===== src/rtl/rx_serial_7e1_pkg.sv =====
// Shared constants for the 7E1 serial receiver: FSM state codes, bit timing defaults
// and frame length.
package rx_serial_pkg;

    localparam int CLK_HZ_DEFAULT = 50_000_000;
    localparam int BAUD_DEFAULT   = 9600;
    localparam int DIV_DEFAULT    = CLK_HZ_DEFAULT / BAUD_DEFAULT;
    localparam int HALF_DEFAULT   = DIV_DEFAULT / 2;

    localparam int DATA_BITS = 7;
    localparam int CNT_W     = 13;

    localparam logic [3:0] ST_INICIAL      = 4'd0;
    localparam logic [3:0] ST_ESPERA_START = 4'd1;
    localparam logic [3:0] ST_DADOS        = 4'd2;
    localparam logic [3:0] ST_PARIDADE     = 4'd3;
    localparam logic [3:0] ST_STOP         = 4'd4;
    localparam logic [3:0] ST_ARMAZENA     = 4'd5;
    localparam logic [3:0] ST_ESPERA_IDLE  = 4'd6;

endpackage


===== src/rtl/rx_serial_7e1_contador.sv =====
// Loadable bit-timing down-counter with expiry pulse and line sampler.
// With RX_MAJORITY_VOTE_EN defined, the sampled bit is a 2-of-3 vote at expiry-16/-8/0.
module contador_m
    import rx_serial_pkg::*;
(
    input  logic             clk,
    input  logic             rst_n,
    input  logic             en_i,
    input  logic             load_i,
    input  logic [CNT_W-1:0] load_val_i,
    input  logic             din_i,
    output logic             tick_o,
    output logic             bit_o
);

    logic [CNT_W-1:0] count_q, count_d;

    // NOTE: every always_comb output gets a default first so no latch is inferred.
    always_comb begin
        count_d = count_q;
        if (load_i) begin
            count_d = load_val_i;
        end else if (en_i && (count_q != '0)) begin
            count_d = count_q - CNT_W'(1);
        end
    end

    // NOTE: sequential state is only ever assigned with non-blocking <=.
    always_ff @(posedge clk or negedge rst_n) begin
        if (!rst_n) begin
            count_q <= '0;
        end else begin
            count_q <= count_d;
        end
    end

    assign tick_o = en_i && (count_q == '0);

`ifdef RX_MAJORITY_VOTE_EN
    localparam logic [CNT_W-1:0] TAP_A = CNT_W'(16);
    localparam logic [CNT_W-1:0] TAP_B = CNT_W'(8);

    logic vote_a_q, vote_b_q;

    always_ff @(posedge clk or negedge rst_n) begin
        if (!rst_n) begin
            vote_a_q <= 1'b1;
            vote_b_q <= 1'b1;
        end else begin
            if (en_i && (count_q == TAP_A)) vote_a_q <= din_i;
            if (en_i && (count_q == TAP_B)) vote_b_q <= din_i;
        end
    end

    assign bit_o = (vote_a_q & vote_b_q) | (vote_a_q & din_i) | (vote_b_q & din_i);
`else
    assign bit_o = din_i;
`endif

endmodule


===== src/rtl/rx_serial_7e1.sv =====
// 7E1 asynchronous serial receiver with tem_dado/recebe_dado handshake.
// Optional RX_MAJORITY_VOTE_EN selects 3-sample majority voting in contador_m.
module rx_serial_7e1
    import rx_serial_pkg::*;
#(
    parameter int CLK_HZ = CLK_HZ_DEFAULT,
    parameter int BAUD   = BAUD_DEFAULT
) (
    input  logic                 clock,
    input  logic                 reset,
    input  logic                 dado_serial,
    input  logic                 recebe_dado,
    output logic [DATA_BITS-1:0] dados_ascii,
    output logic                 tem_dado,
    output logic                 pronto,
    output logic                 erro_paridade,
    output logic                 erro_framing,
    output logic                 db_tick,
    output logic                 db_dado_serial,
    output logic [3:0]           db_estado
);

    localparam int DIV  = CLK_HZ / BAUD;
    localparam int HALF = DIV / 2;
    // The counter fires one cycle after reaching zero, and the start edge reaches the FSM
    // one cycle after s falls; the load values absorb both so samples land on HALF + k*DIV.
    localparam logic [CNT_W-1:0] LOAD_START = CNT_W'(HALF - 2);
    localparam logic [CNT_W-1:0] LOAD_BIT   = CNT_W'(DIV - 1);
    localparam logic [2:0]       LAST_BIT   = 3'(DATA_BITS - 1);

    logic sync1_q, s_q;

    always_ff @(posedge clock or negedge reset) begin
        if (!reset) begin
            sync1_q <= 1'b1;
            s_q     <= 1'b1;
        end else begin
            sync1_q <= dado_serial;
            s_q     <= sync1_q;
        end
    end

    logic [3:0]           state_q, state_d;
    logic [2:0]           idx_q, idx_d;
    logic [DATA_BITS-1:0] shift_q, shift_d;
    logic                 par_q, par_d, stop_q, stop_d;
    logic                 cnt_load, cnt_en, tick, bit_smp, store;
    logic [CNT_W-1:0]     cnt_val;

    assign cnt_en = (state_q == ST_ESPERA_START) || (state_q == ST_DADOS) ||
                    (state_q == ST_PARIDADE)     || (state_q == ST_STOP);

    contador_m u_contador (
        .clk        (clock),
        .rst_n      (reset),
        .en_i       (cnt_en),
        .load_i     (cnt_load),
        .load_val_i (cnt_val),
        .din_i      (s_q),
        .tick_o     (tick),
        .bit_o      (bit_smp)
    );

    always_comb begin
        state_d  = state_q;
        idx_d    = idx_q;
        shift_d  = shift_q;
        par_d    = par_q;
        stop_d   = stop_q;
        cnt_load = 1'b0;
        cnt_val  = LOAD_BIT;
        store    = 1'b0;
        case (state_q)
            ST_INICIAL: begin
                if (!s_q) begin
                    cnt_load = 1'b1;
                    cnt_val  = LOAD_START;
                    state_d  = ST_ESPERA_START;
                end
            end
            ST_ESPERA_START: begin
                if (tick) begin
                    if (bit_smp) begin
                        state_d = ST_INICIAL;
                    end else begin
                        cnt_load = 1'b1;
                        idx_d    = '0;
                        state_d  = ST_DADOS;
                    end
                end
            end
            ST_DADOS: begin
                if (tick) begin
                    shift_d  = {bit_smp, shift_q[DATA_BITS-1:1]};
                    cnt_load = 1'b1;
                    if (idx_q == LAST_BIT) state_d = ST_PARIDADE;
                    else                   idx_d   = idx_q + 3'd1;
                end
            end
            ST_PARIDADE: begin
                if (tick) begin
                    par_d    = bit_smp;
                    cnt_load = 1'b1;
                    state_d  = ST_STOP;
                end
            end
            ST_STOP: begin
                if (tick) begin
                    stop_d  = bit_smp;
                    state_d = ST_ARMAZENA;
                end
            end
            ST_ARMAZENA: begin
                store   = 1'b1;
                state_d = stop_q ? ST_INICIAL : ST_ESPERA_IDLE;
            end
            ST_ESPERA_IDLE: begin
                if (s_q) state_d = ST_INICIAL;
            end
            default: state_d = ST_INICIAL;
        endcase
    end

    logic [DATA_BITS-1:0] dados_q;
    logic                 tem_q, pronto_q, erro_par_q, erro_frm_q;

    always_ff @(posedge clock or negedge reset) begin
        if (!reset) begin
            state_q    <= ST_INICIAL;
            idx_q      <= '0;
            shift_q    <= '0;
            par_q      <= 1'b0;
            stop_q     <= 1'b0;
            dados_q    <= '0;
            tem_q      <= 1'b0;
            pronto_q   <= 1'b0;
            erro_par_q <= 1'b0;
            erro_frm_q <= 1'b0;
        end else begin
            state_q  <= state_d;
            idx_q    <= idx_d;
            shift_q  <= shift_d;
            par_q    <= par_d;
            stop_q   <= stop_d;
            pronto_q <= store;
            if (store) begin
                dados_q    <= shift_q;
                erro_par_q <= (^shift_q) ^ par_q;
                erro_frm_q <= ~stop_q;
            end
            // A completing frame takes priority over a same-cycle acknowledge.
            if (store)            tem_q <= 1'b1;
            else if (recebe_dado) tem_q <= 1'b0;
        end
    end

    assign dados_ascii    = dados_q;
    assign tem_dado       = tem_q;
    assign pronto         = pronto_q;
    assign erro_paridade  = erro_par_q;
    assign erro_framing   = erro_frm_q;
    assign db_tick        = tick;
    assign db_dado_serial = s_q;
    assign db_estado      = state_q;

endmodule


===== config.mk =====
export PLATFORM = sky130hd
export DESIGN_NAME = rx_serial_7e1
export DESIGN_NICKNAME = d
export VERILOG_FILES = /design/src/rtl/rx_serial_7e1_pkg.sv /design/src/rtl/rx_serial_7e1_contador.sv /design/src/rtl/rx_serial_7e1.sv
export SDC_FILE = /design/constraint.sdc
export NUM_CORES = 1
export LEC_CHECK = 0
export ABC_AREA = 1
export BUFFER_PORTS_ARGS = -buffer_cell sky130_fd_sc_hd__buf_2
export CORE_MARGIN = 8
export CORE_UTILIZATION = 61
export DETAILED_ROUTE_END_ITERATION = 8
export GPL_ROUTABILITY_DRIVEN = 0
export GPL_TIMING_DRIVEN = 0
export PLACE_DENSITY = 0.81
export SLEW_MARGIN = 20
export SYNTH_ARGS = -nofsm -noshare
export SYNTH_HDL_FRONTEND = slang
export SYNTH_SLANG_ARGS = --single-unit

===== constraint.sdc =====
create_clock -name clock -period 2.76 [get_ports clock]
set_input_delay 0.138 -clock clock [delete_from_list [all_inputs] [get_ports clock]]
set_output_delay 0.138 -clock clock [all_outputs]
set_load 0.01 [all_outputs]

# [After elaboration in Yosys (flattened, before gate mapping)]
# Index checks and enable logic that the tools add are counted.
[totals] reg_bits=42 wordCells=77
[op_classes] eq_ne=16 reduce_logical=18 muxes=26 addsub=2 bitwise=2
[ops] op="2-to-1 mux 13 bit" count=4
[ops] op="2-to-1 mux 4 bit" count=7
[ops] op="case mux 4 bit (7 select lines)" count=1
[ops] op="!= test 2 bit, second input constant" count=8
[ops] op="2-to-1 mux 3 bit" count=5
[ops] op="logical NOT 13 bit" count=1
[ops] op="nonzero test 13 bit" count=1
[ops] op="subtractor 13 x 1 -> 13 bit, second input constant" count=1
[ops] op="equality test 4 x 3 -> 1 bit, second input constant" count=3
[ops] op="equality test 4 x 2 -> 1 bit, second input constant" count=2
[ops] op="AND reduction 7 bit" count=1
[ops] op="XOR reduction 7 bit" count=1
[ops] op="2-to-1 mux 1 bit" count=6
[ops] op="case mux 3 bit (2 select lines)" count=1
[ops] op="AND reduction 2 bit" count=3
[ops] op="nonzero test 2 bit" count=3
[ops] op="AND reduction 5 bit" count=1
[ops] op="equality test 4 x 1 -> 1 bit, second input constant" count=1
[ops] op="logical NOT 4 bit" count=1
[ops] op="adder 3 x 1 -> 3 bit, second input constant" count=1
[ops] op="equality test 3 bit, second input constant" count=1
[ops] op="logical OR 1 bit" count=3
[ops] op="case mux 1 bit (3 select lines)" count=1
[ops] op="logical AND 1 bit" count=2
[ops] op="other kinds (5)" count=5

# [Logic depth before layout (Yosys ltp)]
# Gate-level depths: netlist of run 1.
[depth] depth_word=8 depth_mapped=10 depth_no_buf=10

# [Hierarchy]
# Synthesis of run 1 repeated with hierarchy kept, for this count alone.
[hier_totals] hier_cells=334 hier_area_um2=2462.4
[by_module_without_submodules] module="rx_serial_7e1" n_inst=1 area_each_um2=1445.1 seq_area_each_um2=703.2 cells_each=181
[by_module_without_submodules] module="contador_m" n_inst=1 area_each_um2=1017.2 seq_area_each_um2=325.3 cells_each=153

# [Least setup slack after synthesis of run 1]
# No wires, ideal clock.
[synth_timing] kind="reg-to-reg" startpoint="reg u_contador.count_q[0]" endpoint="reg u_contador.count_q[4]" t_arrival_ns=1.490 path_slack_ns=1.146 synth_period_minus_slack_ns=1.614 path_buffers=1 setup_ns=0.124 stages_incl_launch_ff=11 t_required_ns=2.636 path_cell_list="dfrtp_1 > inv_1 > ha_1 > nand2_2 > nor2_8 > nand2_4 > a21oi_4 > nand2_2 > buf_6 > nor2_2 > a21oi_2"
[synth_via] elab_chain_cells=5 elab_cells_between_ends=11 cone_classes="add/sub: 1; mux: 5; reduce/logical: 5"
[synth_rtl] element="start: declaration" line="rx_serial_7e1_contador.sv:16" source="logic [CNT_W-1:0] count_q, count_d;"
[synth_rtl] element="start signal: assignment" line="rx_serial_7e1_contador.sv:33" source="count_q <= count_d;"
[synth_rtl] element="parallel branches: the longest is 5 deep, another holds subtractor 13 x 1 -> 13 bit"
# Parallel ways; which one is timed is not known. The select of a mux whose other input is x is not followed.
# A chain may end at the register's enable or synchronous reset.

# [Worst setup path in the final report of run 1]
[layout_timing] startpoint="reg u_contador.count_q[0]" endpoint="reg u_contador.count_q[6]"
# Same word-level chain as after synthesis.

==> impl_metrics.ini, run 1 <==
[status]
status = finished clean

[clock_network]
cts_sinks = 41
clk_pin_slew_worst_paths_ns = 0.08
cts_inserted_buffers = 5
postCtsSetupRepairBufs = 0
clk_latency_ns = 0.29
cts_hold_buf = 2
cts-root-buf = clkbuf_8
clock_path_buffers = 2
cts_tree = built
htreeDepth = 2
cts_repair_resize_count = 0

[synthesis]
synth-seq-cells = 41
ys_warn_count = 0
synth_cell_types = 36
netlist_instances = 285
avgSynthCellArea_um2 = 8.27
ys_seq_area_share_pct = 43.6
syn_nets = 293
yosys.area.top_type = dfrtp_1
synth_area_leaders = dfrtp_1 41%, nand2_1 11%, inv_1 5.4%
synthesis.area_um2 = 2360
yosys.area.top_type_share_pct = 41.4

[placement]
pre_cts_ws_ns = 0.947
portBuffers = 19
detailed_place_hpwl_mm = 3.27
post-place-cells = 352
place_area_um2 = 2510

[setup_path]
cpMaxStageDelayCell = dfrtp_1
max_stage_delay_ns = 0.37
path_max_fanout = 10
startpoint_type = register
worstPathCellList = inv_1 -> ha_1 -> nand2_2 -> nor2_8 -> nand2_4 -> a21oi_4 -> nand2_2 -> buf_6 -> nor2_2 -> nor2_2
setup.worst_path.start = u_contador.count_q[0]
critical_path_class = reg -> reg
endpoint_kind = register
reg2reg_from = u_contador.count_q[0]
cp.required_ns = 2.94
arrival_ns = 1.98
r2r_slack_ns = 0.96

[cells_and_area]
drive_above_1_share_pct = 22.9
nets = 321
final_cell_mix = 71 x nand2_1, 39 x dfrtp_1, 34 x inv_1
n_antenna_cell = 0
final_cell_area_um2 = 2650
instances_no_fill = 362
area_growth_pct = 12.5
final_common_cell = nand2_1

[route]
drt_iter0_drc = 111
ant_nets = 0
wl_per_cell_um = 12.2
vias = 1834
drt_pass1_iterations = 4
routed_wl_mm = 4.43
remaining_drc_errors = 0
via_per_inst = 5.07

[sta]
rsz0062_at_grt = false
tightest_slew_ns = 0.879
finalHoldViolations = 0
finalSetupTns_ns = 0
post-route-min-period_ns = 1.80
finalMaxSlewViolations = 0
slew_headroom_pct = 41.4
period_share_pct = 65.2
finClkSkew_ns = 0.0107
setup_ws_ns = 0.960
fmax_ghz = 0.556
setup_violations = 0

[die]
coreArea_um2 = 3690
initial_core_util_pct = 63.9
io_pins = 21
die-area_um2 = 6110
die_y_um = 78.2
die_w_um = 78.2
rows = 22

[global_routing]
overflow = 0
grtUsageTotal_pct = 15.7
grt_pass1_vias = 1772
antenna_found_initial = 0
grt_max_degree = 42
grt_pass1_wl_mm = 7.82

[worst_hold_path]
hold_path.class = in -> reg
hp-start = recebe_dado

[power_and_ir_drop]
ir_drop_mv = 0.325
p_leak_nw = 1.33
total_power_w = 0.00112
powerDensity_nw_per_um2 = 424

[run]
cap_violations = 0
-- synthesized netlist by cell type, drive strengths merged --
master,number
a31oi,1
a21oi,7
o211ai,2
or2,2
buf,3
nor3,3
xnor2,7
conb,1
dfstp,2
nand2,77
nor2,37
nand3,19
o21a,1
nand4,3
ha,4
inv,37
dfrtp,39
xor2,6
clkbuf,1
a22oi,1
o21ai,32
-- critical path, delay by kind of cell (launching register included) --
kind                       cells  cell delay, ns
and+or+nand+nor                6            0.53
DFF                            1            0.37
buffers and inverters          2            0.32
AOI/OAI and AO/OA              1            0.23
adders and majority gates      1            0.23
-- path summary, 6_finish.rpt --
check,end,cells after the start
max,u_contador.count_q[6],10
min,tem_dado,2
max reg2reg,u_contador.count_q[6],10
min reg2reg,db_dado_serial,0
max in group asynchronous,db_estado[1],2
min in group asynchronous,u_contador.count_q[4],2
-- flip-flops by register name (all words and copies together) (netlist names) --
name / flops
shift_q: 7
pronto: 1
sync1_q: 1
erro_framing: 1
u_contador.count_q: 13
db_dado_serial: 1
erro_paridade: 1
stop_q: 1
tem_dado: 1
idx_q: 3
db_estado: 3
par_q: 1
dados_ascii: 7
-- where the power goes --
group / leakage, nW / internal, W / total [W] / switching [W]
sequential: 0.520 / 0.000603 / 0.000605 / 0.00000154
combinational: 0.753 / 0.00000634 / 0.0000228 / 0.0000165
clock: 0.0574 / 0.000294 / 0.000497 / 0.000203
-- metrics by stage --
step | util, % | hold slack (ns)
floorplan | - | -0.158
global placement | 68.1 | 0.244
detailed placement | 68.1 | 0.244
CTS | 71.9 | 0.0356
global route | 71.9 | 0.0463
finish | 71.9 | 0.0379
-- per-layer routing --
metal  share of wire [%]  up-vias  GRT usage (%)  routed length (um)
li1                    -      954              -                   -
met1                  49      836           19.6                2160
met2                  46       40           25.4                2040
met3                 3.9        4           4.56                 175
met4                 1.3        0           5.56                  59
met5                   0        -              0                   0
-- cells by family (layout without fill, tap and decap cells) --
| kind of cell | Yosys count | after routing | synth area share (%) |
|---|---|---|---|
| fa+ha+maj | 4 | 4 | 2.12 |
| buf+inv | 41 | 70 | 7.06 |
| compound gates | 44 | 44 | 11.4 |
| xor+xnor | 13 | 13 | 4.83 |
| other cells | 1 | 1 | 0.159 |
| simple gates | 141 | 141 | 30.8 |
| flops | 41 | 41 | 43.6 |
-- final cells by class --
type / count / area (um^2)
clock buffers: 6 / 82.6
repair buffers: 21 / 115
fillers: 307 / 1040
multi-input cells: 203 / 1160
plain buffers: 4 / 27.5
inverters: 37 / 139
flip-flops and latches: 41 / 1030
clock inverters: 2 / 37.5
well taps: 48 / 60.1
No activity file was read; power rests on OpenSTA's default activity.
==> run 2, diff against run 1 <==
Settings changed: CORE_UTILIZATION 61 to 59, PLACE_DENSITY 0.81 to 0.79.
Clock period 2.76 ns to 1.8 ns, I/O delays scaled along.
==> run 2 against run 1 <==
Effect of this change: critical path depth shrank 2; clock skew decreased by 0.0049 ns; total power rose by 53%; via count grew 3.7%; global-route usage rose by 1.2 points; cell area grew 1.4%; non-clock buffer count rose by 4; setup slack worse by 0.83 ns; flip-flop and latch count stayed put; hold slack gained 0.32 ns; first-iteration DRC count up 12%; critical endpoint is now u_contador.count_q[11]; largest cell class unchanged; largest power group unchanged; highest routed layer unchanged.
==> impl_metrics.ini, run 2 (synthesis gave the netlist of run 1 again) <==
[route]
remaining_drc_errors = 0
ant_nets = 0
wl_per_cell_um = 13.1
vias = 1901
via_per_inst = 5.17
drt_iter0_drc = 124
routed_wl_mm = 4.82
drt_pass1_iterations = 4

[global_routing]
grtUsageTotal_pct = 16.9
grt_pass1_vias = 1904
overflow = 0
grt_max_degree = 42
antenna_found_initial = 0
grt_pass1_wl_mm = 8.49

[placement]
detailed_place_hpwl_mm = 3.34
portBuffers = 19
pre_cts_ws_ns = -0.000110

[setup_path]
endpoint_kind = register
cpMaxStageDelayCell = dfrtp_1
cp_common_cell = nand2_2
critical_path_class = reg -> reg
max_stage_delay_ns = 0.43
startpoint_type = register
critPathTopFamily = simple AND/OR/NAND/NOR gates
path_max_fanout = 10
cp.required_ns = 2.03
worstPathCellList = nor2_1 -> nand2_2 -> nor3_2 -> nand3_2 -> nand2_2 -> buf_6 -> nor2_2 -> a21oi_2
critPathBufInv = 1
arrival_ns = 1.90

[sta]
finClkSkew_ns = 0.00582
finalHoldViolations = 0
tightest_slew_ns = 0.885
setup_violations = 0
period_share_pct = 92.7
finalSetupTns_ns = 0
fmax_ghz = 0.599
slew_headroom_pct = 41.0
finalMaxSlewViolations = 0
post-route-min-period_ns = 1.67
whs_ns = 0.359
setup_ws_ns = 0.131

[die]
initial_core_util_pct = 60.2
die-area_um2 = 6270
rows = 23
die_w_um = 79.2
coreArea_um2 = 3910
io_pins = 21
die_y_um = 79.2

[cells_and_area]
top_register = u_contador.count_q
drive_above_1_share_pct = 24.8
nets = 325
area_growth_pct = 14.1
largest_register_ffs = 13
n_antenna_cell = 0
final_common_cell = nand2_1
final_cell_mix = 70 x nand2_1, 39 x dfrtp_1, 33 x inv_1
nFillCells = 330

[power_and_ir_drop]
total_power_w = 0.00172
powerDensity_nw_per_um2 = 638
p_leak_nw = 1.35
ir_drop_mv = 0.470

[clock_network]
cts_tree = built
cts-root-buf = clkbuf_8
clk_latency_ns = 0.30
clock_path_buffers = 2
htreeDepth = 2
cts_inserted_buffers = 5
clk_pin_slew_worst_paths_ns = 0.08
cts_sinks = 41

[run]
cap_violations = 0

[status]
status = finished clean

[worst_hold_path]
hold_path.class = reg -> reg
run 2: changes by cell type in the layout (fill, tap and decap cells not counted), sizes merged:
cell         previous run  this run
buf                    22        25
clkbuf                  7         6
clkinv                  0         1
dlygate4sd3             2         3
run 2: report_power, final:
part	internal [W]	switching (W)	leakage, nW
logic	0.0000111	0.0000255	0.772
registers	0.000924	0.00000242	0.520
clock network	0.000415	0.000339	0.0543
run 2: worst paths after layout:
check,startpoint,endpoint,slack [ns],cells after the start
max in group asynchronous,reset,db_estado[2],0.79,2
worst min-delay path,sync1_q,db_dado_serial,0.36,0
min in group asynchronous,reset,idx_q[1],0.45,2
worst max-delay path,u_contador.count_q[11],u_contador.count_q[11],0.13,8
worst max register to register,u_contador.count_q[11],u_contador.count_q[11],0.13,8
worst min register to register,sync1_q,db_dado_serial,0.36,0
run 2: repair_timing:
item	in CTS	in global routing
hold buffers	3	0
resized for setup	0	4
cloned	0	0
setup buffers	1	2
setup endpoints to repair	5	20
endpoints found under the hold margin	41	0
pin swaps	1	4
run 2: per-layer routing:
layer / up-vias / track usage (%) / part of all wire [%]
met4: 0 / 6.11 / 1.7
met1: 887 / 20.9 / 47
met3: 8 / 4.29 / 4.3
li1: 964 / - / -
met5: - / 0 / 0
met2: 42 / 27.8 / 47
run 2: final cells by class:
| type | count | area [um^2] | share of cell area, % |
|---|---|---|---|
| flip-flops and latches | 41 | 1030 | 38.2 |
| clock inverters | 3 | 46.3 | 1.72 |
| well taps | 50 | 62.6 | 2.33 |
| multi-input cells | 203 | 1170 | 43.5 |
| clock buffers | 5 | 68.8 | 2.56 |
| plain buffers | 4 | 27.5 | 1.02 |
| repair buffers | 25 | 148 | 5.49 |
| inverters | 37 | 139 | 5.16 |
run 2: per-stage QoR:
stage	instances	area (um^2)	utilization [%]
2_1_floorplan	285	2360	-
3_3_place_gp	354	2510	64.3
3_5_place_dp	354	2510	64.3
4_1_cts	366	2670	68.2
5_1_grt	368	2690	68.7
6_report	368	2690	68.7
==> run 3, diff against run 2 <==
Settings changed: ABC_AREA 1 to default, BUFFER_PORTS_ARGS -buffer_cell sky130_fd_sc_hd__buf_2 to -buffer_cell sky130_fd_sc_hd__buf_4, CORE_UTILIZATION 59 to 58, PLACE_DENSITY 0.79 to 0.78.
==> run 3 against run 2 <==
Effect of this change: flip-flop and latch count did not move; core utilization up 15 points; critical path depth shrank 3; critical path type unchanged; via count rose by 7.3%; final cell count decreased by 14%; first-iteration DRC count up 92%; the flow now finishes with violations (setup timing); sequential share of layout area fell by 4.6 points.
==> impl_metrics.ini, run 3 <==
[synthesis]
syn_nets = 221
synthMostInstantiatedCell = dfrtp_1
synth-edff-count = 0
avgSynthCellArea_um2 = 10.3
synthesis.area_um2 = 2200
synth-seq-cells = 41
async_reset_ff_share_pct = 100
ys_warn_count = 0
ys_seq_area_share_pct = 46.7
synth_common_cells = 39 x dfrtp_1, 16 x mux2_2, 13 x o21ai_0
synth_area_leaders = dfrtp_1 44%, mux2_2 8.2%, o21ai_0 3.0%
synth_cell_types = 47
synthFlopType = dfrtp_1
netlist_instances = 213
yosys.area.top_type = dfrtp_1
yosys.area.top_type_share_pct = 44.3

[sta]
finalMaxSlewViolations = 0
fmax_ghz = 0.492
slew_headroom_pct = 55.8
rsz0062_at_grt = true
finalHoldViolations = 0
period_share_pct = 113
tightest_slew_ns = 0.658
post-route-min-period_ns = 2.03
finClkSkew_ns = 0.00480
setup_violations = 27
setup_ws_ns = -0.234

[clock_network]
cts-root-buf = clkbuf_8
cts_tree = built
clk_pin_slew_worst_paths_ns = 0.07
htreeDepth = 2
clk_latency_ns = 0.30
clock_path_buffers = 2
cts_sinks = 41
cts_inserted_buffers = 5

[route]
remaining_drc_errors = 0
drt_pass1_iterations = 5
vias = 2040
ant_nets = 0
drt_iter0_drc = 238
wl_per_cell_um = 20.4
via_per_inst = 6.44
routed_wl_mm = 6.46

[cells_and_area]
n_antenna_cell = 0
nets = 276
final_cell_mix = 42 x buf_4, 33 x dfrtp_1, 10 x inv_1
area_growth_pct = 39.9
instances_no_fill = 317
drive_above_1_share_pct = 46.5
top_register = u_contador.count_q
largest_register_ffs = 13
final_common_cell = buf_4

[power_and_ir_drop]
p_leak_nw = 1.43
ir_drop_mv = 0.689
pwr-share-comb_pct = 2.9
power_frac_seq_pct = 53.1
p_switching_w = 0.000351
powerDensity_nw_per_um2 = 567
p_int_w = 0.00139
sw_frac_of_total_pct = 20.1
power_frac_clock_pct = 44.1

[die]
die-area_um2 = 6020
coreArea_um2 = 3660
die_w_um = 77.6
rows = 22
initial_core_util_pct = 60.2
io_pins = 21
die_y_um = 77.6

[status]
violations = setup timing
status = complete, but fails checks

[setup_path]
setup.worst_path.start = u_contador.count_q[5]
cp.required_ns = 1.97
cpMaxStageDelayCell = or4_4
endpoint_kind = register
worstPathCellList = or4_4 -> nor4_4 -> buf_6 -> mux2i_4 -> a32oi_1
critical_path_class = reg -> reg
reg2reg_from = u_contador.count_q[5]
arrival_ns = 2.20
path_max_fanout = 6
startpoint_type = register
max_stage_delay_ns = 0.55

[placement]
post-place-cells = 280
portBuffers = 19
pre_cts_ws_ns = -0.489
detailed_place_hpwl_mm = 3.37

[global_routing]
antenna_found_initial = 0
grt_pass1_vias = 1995
overflow = 0
grt_pass1_wl_mm = 9.83
grt_max_degree = 42
grtUsageTotal_pct = 20.3

[worst_hold_path]
hold_path.class = in -> async

[run]
cap_violations = 0
## run 3: changes by cell type in the layout (fill, tap and decap cells not counted), sizes merged, moves of 9 or more
cell    change
nand2      -68
buf        +24
nor2       -31
clkbuf      +9
inv        -26
mux2       +16
o21ai      -18
nand3      -11
## run 3: critical path, delay by kind of cell (launching register included)
kind                   cells  cell delay [ns]
multiplexers               1             0.29
buffers and inverters      1             0.20
AO/OA/AOI/OAI              1             0.12
flip-flops                 1             0.43
AND/OR/NAND/NOR            2             0.85
## run 3: power groups by stage
| stage | clock (W) | combinational, W | sequential (W) |
|---|---|---|---|
| after detailed placement | 0 | 0.0000402 | 0.000944 |
| after floorplan | 0 | 0.0000120 | 0.000944 |
| after CTS | 0.000766 | 0.0000479 | 0.000926 |
| after global placement | 0 | 0.0000397 | 0.000944 |
| after global routing | 0.000812 | 0.0000567 | 0.000926 |
| final | 0.000769 | 0.0000498 | 0.000926 |
## run 3: routing by layer
metal	share of wire, %	track usage, %
met2	50	32.2
met4	2.8	8.68
met5	0	0
met3	6.2	6.34
met1	41	25.0
## run 3: layout make-up
cell class	instances	area, um^2
Multi-Input combinational cell	149	1330
Timing Repair Buffer	50	423
Sequential cell	41	1040
Tap cell	48	60.1
Buffer	10	73.8
Clock inverter	1	30.0
Inverter	11	41.3
Clock buffer	7	86.3
Fill cell	189	581
## run 3: cell families (layout without fill, tap and decap cells)
family,Yosys count,in the layout,synth area share [%]
fa+ha+maj,4,4,2.27
other cells,1,1,0.170
flops,41,41,46.7
buf+inv,23,79,4.26
mux,19,19,9.55
compound gates,45,45,13.3
xor+xnor,8,8,3.18
simple gates,72,72,20.6
## run 3: worst paths after layout
path | to | slack (ns) | cells past startpoint
max in group asynchronous | u_contador.count_q[0] | 1.12 | 2
min | idx_q[2] | 0.30 | 2
min in group clock | db_dado_serial | 0.36 | 0
min reg2reg | db_dado_serial | 0.36 | 0
max | u_contador.count_q[1] | -0.23 | 5
max reg2reg | u_contador.count_q[1] | -0.23 | 5
## run 3: through the flow
step / hold slack, ns / util [%] / TNS, ns / cell area [um^2] / total power (W)
after CTS: 0.324 / 79.6 / -2.61 / 2910 / 0.00174
after detailed placement: 0.102 / 66.5 / -6.85 / 2440 / 0.000984
after floorplan: -0.206 / - / -0.209 / 2230 / 0.000956
final: 0.300 / 84.1 / -3.16 / 3080 / 0.00175
after global routing: 0.367 / 84.1 / -4.81 / 3080 / 0.00180
after global placement: 0.0984 / 66.5 / -6.72 / 2440 / 0.000984
## run 3: timing repair
action,in CTS,in global routing
hold buffers,3,0
endpoints found under the hold margin,41,0
cloned,0,1
endpoints found under the setup margin,32,28
setup buffers,20,8
pin swaps,18,13
resized for setup,52,28
